### config.mk
export PLATFORM = sky130hd
export DESIGN_NAME = multiplicador_param_flat
export DESIGN_NICKNAME = d
export VERILOG_FILES = /design/src/rtl/multiplicador_param_if.sv /design/src/rtl/multiplicador_param.sv /design/src/flat_wrapper.sv
export SDC_FILE = /design/constraint.sdc
export NUM_CORES = 1
export LEC_CHECK = 0
export BUFFER_PORTS_ARGS = -buffer_cell sky130_fd_sc_hd__buf_2
export CORE_MARGIN = 2
export CORE_UTILIZATION = 35
export CTS_CLUSTER_DIAMETER = 60
export DETAILED_ROUTE_END_ITERATION = 10
export PLACE_DENSITY = 0.59
export RECOVER_POWER = 100
export SLEW_MARGIN = 20
export SYNTH_ARGS = -nofsm -noshare
export SYNTH_HDL_FRONTEND = slang
export SYNTH_SLANG_ARGS = --single-unit
### constraint.sdc
create_clock -name clk -period 4.85 [get_ports clk]
set_clock_uncertainty 0.15 [all_clocks]
set_input_delay 1.2125 -clock clk [delete_from_list [all_inputs] [get_ports clk]]
set_output_delay 1.2125 -clock clk [all_outputs]
set_load 0.01 [all_outputs]
### src/rtl/multiplicador_param_if.sv
`default_nettype none
// ============================================================================
// Module      : multiplicador_param_if
// Description : Start/done request bus for the shift-add multiplier.
// Revision    : 1.0 - initial release
// ============================================================================
interface multiplicador_param_if #(
  parameter int WIDTH = 8
);
  logic                 start;
  logic [WIDTH-1:0]     a;
  logic [WIDTH-1:0]     b;
  logic                 busy;
  logic                 done;
  logic [2*WIDTH-1:0]   product;

  modport master (
    output start, a, b,
    input  busy, done, product
  );

  modport slave (
    input  start, a, b,
    output busy, done, product
  );
endinterface
`default_nettype wire

### src/rtl/multiplicador_param.sv
`default_nettype none
// ============================================================================
// Module      : multiplicador_param
// Description : Sequential shift-add multiplier, product = a * b, 2*WIDTH bits.
//               Define SIGNED_MUL_EN for two's-complement operands and product.
// Revision    : 1.0 - initial release
// ============================================================================
module multiplicador_param #(
  parameter int WIDTH = 8
) (
  input  logic                 clk,
  input  logic                 rst,
  multiplicador_param_if.slave bus
);

  localparam int CNT_W = $clog2(WIDTH + 1);

  localparam logic [2:0] c_IDLE  = 3'd0;
  localparam logic [2:0] c_LOAD  = 3'd1;
  localparam logic [2:0] c_EVAL  = 3'd2;
  localparam logic [2:0] c_ADD   = 3'd3;
  localparam logic [2:0] c_SHIFT = 3'd4;
  localparam logic [2:0] c_DONE  = 3'd5;

  logic [2:0]       r_state;
  logic [WIDTH-1:0] r_m;
  logic [WIDTH:0]   r_a;
  logic [WIDTH-1:0] r_q;
  logic [CNT_W-1:0] r_cnt;

  logic [WIDTH-1:0] w_a_ld;
  logic [WIDTH-1:0] w_b_ld;

`ifdef SIGNED_MUL_EN
  localparam logic [2:0] c_NEG  = 3'd6;
  localparam logic [2:0] c_LAST = c_NEG;

  logic                 r_neg;
  logic [2*WIDTH-1:0]   w_prod_neg;

  // Magnitudes: -2^(W-1) wraps to 2^(W-1), which is still correct as unsigned.
  assign w_a_ld     = bus.a[WIDTH-1] ? -bus.a : bus.a;
  assign w_b_ld     = bus.b[WIDTH-1] ? -bus.b : bus.b;
  assign w_prod_neg = -{r_a[WIDTH-1:0], r_q};
`else
  localparam logic [2:0] c_LAST = c_DONE;

  assign w_a_ld = bus.a;
  assign w_b_ld = bus.b;
`endif

  always_ff @(posedge clk or posedge rst) begin
    if (rst) begin
      r_state <= c_IDLE;
      r_m     <= '0;
      r_a     <= '0;
      r_q     <= '0;
      r_cnt   <= '0;
`ifdef SIGNED_MUL_EN
      r_neg   <= 1'b0;
`endif
    end else begin
      case (r_state)
        c_IDLE: begin
          if (bus.start) r_state <= c_LOAD;
        end
        c_LOAD: begin
          r_m     <= w_a_ld;
          r_q     <= w_b_ld;
          r_a     <= '0;
          r_cnt   <= CNT_W'(WIDTH);
`ifdef SIGNED_MUL_EN
          r_neg   <= bus.a[WIDTH-1] ^ bus.b[WIDTH-1];
`endif
          r_state <= c_EVAL;
        end
        c_EVAL: begin
          r_state <= r_q[0] ? c_ADD : c_SHIFT;
        end
        c_ADD: begin
          r_a     <= {1'b0, r_a[WIDTH-1:0]} + {1'b0, r_m};
          r_state <= c_SHIFT;
        end
        c_SHIFT: begin
          // The add carry in r_a[WIDTH] drops into the top of the product here.
          r_a     <= {1'b0, r_a[WIDTH:1]};
          r_q     <= {r_a[0], r_q[WIDTH-1:1]};
          r_cnt   <= r_cnt - CNT_W'(1);
          r_state <= (r_cnt == CNT_W'(1)) ? c_LAST : c_EVAL;
        end
`ifdef SIGNED_MUL_EN
        c_NEG: begin
          if (r_neg) begin
            r_a <= {1'b0, w_prod_neg[2*WIDTH-1:WIDTH]};
            r_q <= w_prod_neg[WIDTH-1:0];
          end
          r_state <= c_DONE;
        end
`endif
        c_DONE: begin
          if (!bus.start) r_state <= c_IDLE;
        end
        default: begin
          r_state <= c_IDLE;
        end
      endcase
    end
  end

  assign bus.busy    = (r_state != c_IDLE) && (r_state != c_DONE);
  assign bus.done    = (r_state == c_DONE);
  assign bus.product = {r_a[WIDTH-1:0], r_q};

endmodule
`default_nettype wire
### src/flat_wrapper.sv
// flat-port wrapper written by rule: the top's interface ports become plain ports
module multiplicador_param_flat 
#(
  parameter int WIDTH = 8
)
  (clk, rst, bus_start, bus_a, bus_b, bus_busy, bus_done, bus_product);
  multiplicador_param_if #(.WIDTH(WIDTH)) bus_i ();
  input  logic clk;
  input  logic rst;
  input wire logic [$bits(bus_i.start)-1:0] bus_start;
  input wire logic [$bits(bus_i.a)-1:0] bus_a;
  input wire logic [$bits(bus_i.b)-1:0] bus_b;
  output wire logic [$bits(bus_i.busy)-1:0] bus_busy;
  output wire logic [$bits(bus_i.done)-1:0] bus_done;
  output wire logic [$bits(bus_i.product)-1:0] bus_product;
  assign bus_i.start = bus_start;
  assign bus_i.a = bus_a;
  assign bus_i.b = bus_b;
  assign bus_busy = bus_i.busy;
  assign bus_done = bus_i.done;
  assign bus_product = bus_i.product;
  multiplicador_param #(.WIDTH(WIDTH)) u_core (.clk(clk), .rst(rst), .bus(bus_i));
endmodule
==> out/results.ini, run 1 <==
[global_routing]
overflow = 0
grt_max_degree = 33
grt_pass1_vias = 1504
antenna_found_initial = 0
track_usage = 0.146
grt_pass1_wl_mm = 7.11

[floorplan]
die_w_um = 77.5
io_pins = 37
core_mm2 = 0.00517
dieArea_mm2 = 0.00601
die_h_um = 77.5
start_util = 0.366
rows = 26

[synth]
synth_common_cells = nand2_1, dfrtp_1, a22oi_1, ha_1
synth.most_common_cell = nand2_1
synth_cells = 196
synthesis.nets = 226
synth_cell_types = 39
yosysWarnings = 0
yosysTopAreaCell = dfrtp_1
synth_area_leaders = dfrtp_1, nand2_1, ha_1, a22oi_1, mux2_1
synth_area_mm2 = 0.00189
yosys_register_bits = 32
async_flop_share = 1.00
synthFlopType = dfrtp_1
seq_area_frac_synth = 0.424
yosys.area.top_type_share = 0.424
syn_avg_cell_area_um2 = 9.65
synth_edf_count = 0

[clocking]
post_cts_buffers = 0
cts_resized = 0
cts_tree = done
clockRootBuffer = clkbuf_8
cts_sinks = 32
clockBufferDepth = 2
clk_latency_ps = 280
path_clk_slew_ps = 70
cts_buffers = 5
htree_levels = 2
cts-hold-fix-buffers = 0

[power]
p_sw_frac = 0.447
p_switching_uw = 673
clockPowerShare = 0.140
total_power_mw = 1.50
p_leak_nw = 0.941
pwr-share-comb = 0.505
irDropWorstVdd_uv = 219
p_per_area_mw_per_mm2 = 724
p_seq_frac = 0.356
intPower_uw = 832

[route]
drt_iter0_drc = 119
wl_per_cell_um = 13.6
first_pass_iters = 4
drc = 0
vias = 1477
totalWireLength_mm = 3.98
vias_per_cell = 5.02
drtAntennaViolNets = 0

[timing]
min_period_over_period = 0.623
fin_ws_ps = 1830
finalCriticalPeriod_ps = 3020
slew_headroom = -0.159
final-hold-violation-count = 0
fmax_ghz = 0.331
setup-violations-final = 0
fin_setup_tns_ps = 0
rsz0062_at_grt = no
maxSlewViolCount = 34
tightest_slew_ps = 1740
timing.hold.ws_ps = 338

[hold_path]
hold_start = u_core.r_cnt[3]$_DFFE_PP0P_
min_path_type = reg2reg
hold_path_end = u_core.r_cnt[3]$_DFFE_PP0P_
hold_depth = 1

[setup_path]
r2r_end = u_core.r_cnt[1]$_DFFE_PP0P_
crit_type = reg2reg
cp_max_fo = 19
critPathCaptureType = flop
r2r_start = u_core.r_state[2]$_DFFE_PP0P_
arrival_ps = 3030
reg2reg_depth = 5
regToRegSetupSlack_ps = 1830
startpoint_type = flop
crit_required_ps = 4860

[run_status]
status = finished with violations
violations = max-capacitance violations, max-slew violations

[final_layout]
final_area_mm2 = 0.00208
fillers = 514
layout.area.seq_um2 = 801
final_cell_count_no_fill = 294
drive_gt1_frac = 0.107
multiInputGateArea_um2 = 916
nets = 253
syn2layout_area_growth_pct = 9.93
fin_util = 0.402
antenna_cells = 0

[flow_run]
maxCapViolations = 2

[placed_design]
dp_hpwl_mm = 2.83
place_area_mm2 = 0.00205
place_congestion = 0.802
dp_cells = 286
pre_cts_ws_ps = 2240
io_buffers = 36

[final cells by class]
cell class | instances | share of cell area
clock buffer | 8 | 0.0433
inverter | 6 | 0.0108
multi-input combinational | 141 | 0.441
sequential | 32 | 0.385
tap | 70 | 0.0421
timing repair buffer | 37 | 0.0777
[cells in the final DEF (no fill, tap or decap), types with 8 or more instances in the layout]
cell      instances
buf_2            18
nand2_1          35
a31oi_1           9
clkbuf_1         21
ha_1             10
mux2_1            8
dfrtp_1          32
a22oi_1          12
nor2_1           11
o21ai_0          12
a21oi_1           8
[cell families after synthesis]
logic type / share of synthesized area
fa+ha+maj: 0.0768
compound gates: 0.201
flops: 0.424
mux: 0.0477
xor+xnor: 0.0185
buf+inv: 0.0741
simple gates: 0.159
[critical path, stage by stage (launching register included)]
cell and delay (ps):
dfrtp_1 550, nand2b_1 300, nor2_1 1150, nor2_1 490, nand2_1 170, o21ai_0 90
[how the worst max path moves through the flow]
stage,startpoint,slack [ps],to
4_1_cts,u_core.r_state[2]$_DFFE_PP0P_,1930,bus_done
5_1_grt,u_core.r_state[2]$_DFFE_PP0P_,1460,u_core.r_cnt[1]$_DFFE_PP0P_
2_1_floorplan,u_core.r_state[0]$_DFFE_PP0P_,2480,bus_busy
6_report,u_core.r_state[2]$_DFFE_PP0P_,1830,u_core.r_cnt[1]$_DFFE_PP0P_
3_3_place_gp,u_core.r_state[2]$_DFFE_PP0P_,2260,bus_done
3_5_place_dp,u_core.r_state[2]$_DFFE_PP0P_,2240,bus_done
[state kept, by name, summed over array words and instances (netlist names)]
register and flops:
u_core.r_a 9, u_core.r_m 8, u_core.r_state 3, u_core.r_q 8
u_core.r_cnt 4
[power groups by stage]
stage / combinational [mW] / sequential (mW) / clock [mW]
3_5_place_dp: 0.803 / 0.545 / 0
2_1_floorplan: 0.678 / 0.505 / 0
4_1_cts: 0.810 / 0.540 / 0.216
3_3_place_gp: 0.802 / 0.545 / 0
5_1_grt: 0.873 / 0.562 / 0.229
6_report: 0.759 / 0.535 / 0.210
[metal layers]
metal  global-route usage  part of all wire  up-vias
met1                0.196              0.48      693
met2                0.229              0.46       32
met4               0.0500             0.017        0
met3               0.0384             0.044        5
met5                    0                 0        -
li1                     -                 -      747
Power figures use the tool's default switching activity.
==> inputs of run 2 (changes only) <==
--- a/config.mk
+++ b/config.mk
@@ -5,6 +5,7 @@
 export SDC_FILE = /design/constraint.sdc
 export NUM_CORES = 1
 export LEC_CHECK = 0
+export ABC_AREA = 1
 export BUFFER_PORTS_ARGS = -buffer_cell sky130_fd_sc_hd__buf_2
 export CORE_MARGIN = 2
 export CORE_UTILIZATION = 35
==> constraint.sdc (replaced) <==
create_clock -name clk -period 2.8 [get_ports clk]
set_clock_uncertainty 0.15 [all_clocks]
set_input_delay 0.7 -clock clk [delete_from_list [all_inputs] [get_ports clk]]
set_output_delay 0.7 -clock clk [all_outputs]
set_load 0.01 [all_outputs]
==> run 2 against run 1 <==
Against the previous run:
- the run now ends clean
- worst setup slack got worse by 1100 ps
- critical path depth up 1
- global-route usage barely moved
- sequential share of layout area is 0.77 points lower
- synthesized area about the same
- design area grew 2.0%
- count of clock-buffer cells in the layout is 2 lower
- maximum frequency grew 44%
- sequential cell count is the same
- critical path type unchanged
- largest power group unchanged
==> out/results.ini, run 2 <==
[placed_design]
dp_cells = 330
place_congestion = 0.798
io_buffers = 36
dp_hpwl_mm = 2.85

[timing]
finalCriticalPeriod_ps = 2100
tightest_slew_ps = 536
fin_setup_tns_ps = 0
setup-violations-final = 0
maxSlewViolCount = 0
final-hold-violation-count = 0
min_period_over_period = 0.751
rsz0062_at_grt = no
fmax_ghz = 0.476
slew_headroom = 0.642

[synth]
async_flop_share = 1.00
synth.most_common_cell = nand2_1
yosys.area.top_type_share = 0.423
yosysTopAreaCell = dfrtp_1
synthesis.nets = 266
synth_cell_types = 29
yosysWarnings = 0
synth_edf_count = 0
synth_area_leaders = dfrtp_1, nand2_1, ha_1, nand3_1, inv_1
synthFlopType = dfrtp_1
yosys_register_bits = 32
syn_avg_cell_area_um2 = 8.02
seq_area_frac_synth = 0.423
synth_cells = 236
synth_common_cells = nand2_1, dfrtp_1, inv_1, nand3_1, ha_1
synth_area_mm2 = 0.00189

[floorplan]
io_pins = 37
rows = 26
dieArea_mm2 = 0.00601
die_w_um = 77.5
start_util = 0.366
die_h_um = 77.5
core_mm2 = 0.00517

[clocking]
cts-hold-fix-buffers = 0
clk_latency_ps = 280
htree_levels = 2
cts_tree = done
clockBufferDepth = 2
cts_resized = 0
post_cts_buffers = 0
clockRootBuffer = clkbuf_8
cts_buffers = 5
path_clk_slew_ps = 70
cts_sinks = 32

[setup_path]
reg2reg_depth = 6
crit_required_ps = 2850
regToRegSetupSlack_ps = 700
cp_max_fo = 11
r2r_start = u_core.r_state[2]$_DFFE_PP0P_
critPathCaptureType = flop
crit_path_start = u_core.r_state[2]$_DFFE_PP0P_
setup.worst_path.end = u_core.r_a[3]$_DFFE_PP0P_
r2r_end = u_core.r_a[3]$_DFFE_PP0P_
arrival_ps = 2150
crit_type = reg2reg
startpoint_type = flop

[final_layout]
antenna_cells = 0
fillers = 556
final_common_cell = nand2_1
largest_reg_flops = 9
top_register = u_core.r_a
layout.area.seq_um2 = 801
drive_gt1_frac = 0.116
syn2layout_area_growth_pct = 12.1
layout_common_cells = nand2_1, dfrtp_1, inv_1, nand3_1, clkbuf_1
multiInputGateArea_um2 = 855
final_cell_count_no_fill = 338
reg.largest.list = u_core.r_a x9, u_core.r_m x8, u_core.r_q x8
nets = 297

[flow_run]
maxCapViolations = 0

[route]
vias = 1580
totalWireLength_mm = 3.95
drt_iter0_drc = 99
first_pass_iters = 4
drtAntennaViolNets = 0
vias_per_cell = 4.67
wl_per_cell_um = 11.7
drc = 0

[global_routing]
grt_pass1_wl_mm = 7.00
antenna_found_initial = 0
grt_pass1_vias = 1465
overflow = 0
track_usage = 0.146
grt_max_degree = 33

[power]
irDropWorstVdd_uv = 399
p_leak_nw = 1.10
p_per_area_mw_per_mm2 = 1170

[hold_path]
min_path_type = reg2reg

[run_status]
status = completed

run 2: routing by layer:
metal  part of all wire  global-route usage  vias to the layer above
met5                  0                   0                        -
met4             0.0081              0.0429                        0
met3              0.058              0.0442                        4
met2               0.42               0.216                       34
met1               0.51               0.205                      725
li1                   -                   -                      817
run 2: through the flow:
| stage | utilization | worst slack (ps) | hold slack, ps | cell area, um2 | total power, mW |
|---|---|---|---|---|---|
| 6_report | 0.410 | 698 | 329 | 2120 | 2.48 |
| 5_1_grt | 0.410 | 410 | 365 | 2120 | 2.76 |
| 4_1_cts | 0.419 | 668 | 334 | 2170 | 2.56 |
| 3_5_place_dp | 0.398 | 981 | 318 | 2060 | 2.12 |
| 3_3_place_gp | 0.398 | 1020 | 315 | 2060 | 2.10 |
| 2_1_floorplan | - | 1090 | 290 | 1890 | 1.87 |
run 2: how the worst min path moves through the flow:
stage                                startpoint                           to  slack [ps]  depth (start not counted)
floorplan           u_core.r_cnt[3]$_DFFE_PP0P_  u_core.r_cnt[3]$_DFFE_PP0P_         290                          1
global placement    u_core.r_cnt[3]$_DFFE_PP0P_  u_core.r_cnt[3]$_DFFE_PP0P_         320                          1
detailed placement    u_core.r_a[8]$_DFFE_PP0P_    u_core.r_a[8]$_DFFE_PP0P_         320                          2
CTS                 u_core.r_cnt[3]$_DFFE_PP0P_  u_core.r_cnt[3]$_DFFE_PP0P_         330                          1
global route          u_core.r_a[8]$_DFFE_PP0P_    u_core.r_a[8]$_DFFE_PP0P_         370                          2
finish                u_core.r_a[8]$_DFFE_PP0P_    u_core.r_a[8]$_DFFE_PP0P_         330                          2
run 2: cells by family after synthesis:
logic type / count (synthesis) / synth area share
adder cells (fa/ha/maj): 11 / 0.0767
AO/OA/AOI/OAI: 24 / 0.0866
AND/OR/NAND/NOR: 127 / 0.297
buffers and inverters: 41 / 0.112
XOR/XNOR: 1 / 0.00463
flip-flops: 32 / 0.423
run 2: area by class of cell:
class | count | area share
well taps | 70 | 0.0413
clock inverters | 2 | 0.0165
clock buffers | 6 | 0.0342
multi-input cells | 163 | 0.403
inverters | 28 | 0.0496
repair buffers | 37 | 0.0779
flip-flops and latches | 32 | 0.378
run 2: power by group:
group	leakage [nW]	switching [mW]	internal, mW	total (mW)
registers	0.406	0.172	0.675	0.846
clock network	0.0552	0.171	0.264	0.435
logic	0.643	0.760	0.436	1.20
total	1.10	1.10	1.37	2.48
run 2: worst max-delay path, stage by stage, from the launching register on:
cell and delay (ps):
dfrtp_1 470, clkinv_1 110, nand3_1 390, nand2_1 440, nor2_8 290, nand2_1 80, o211ai_1 90
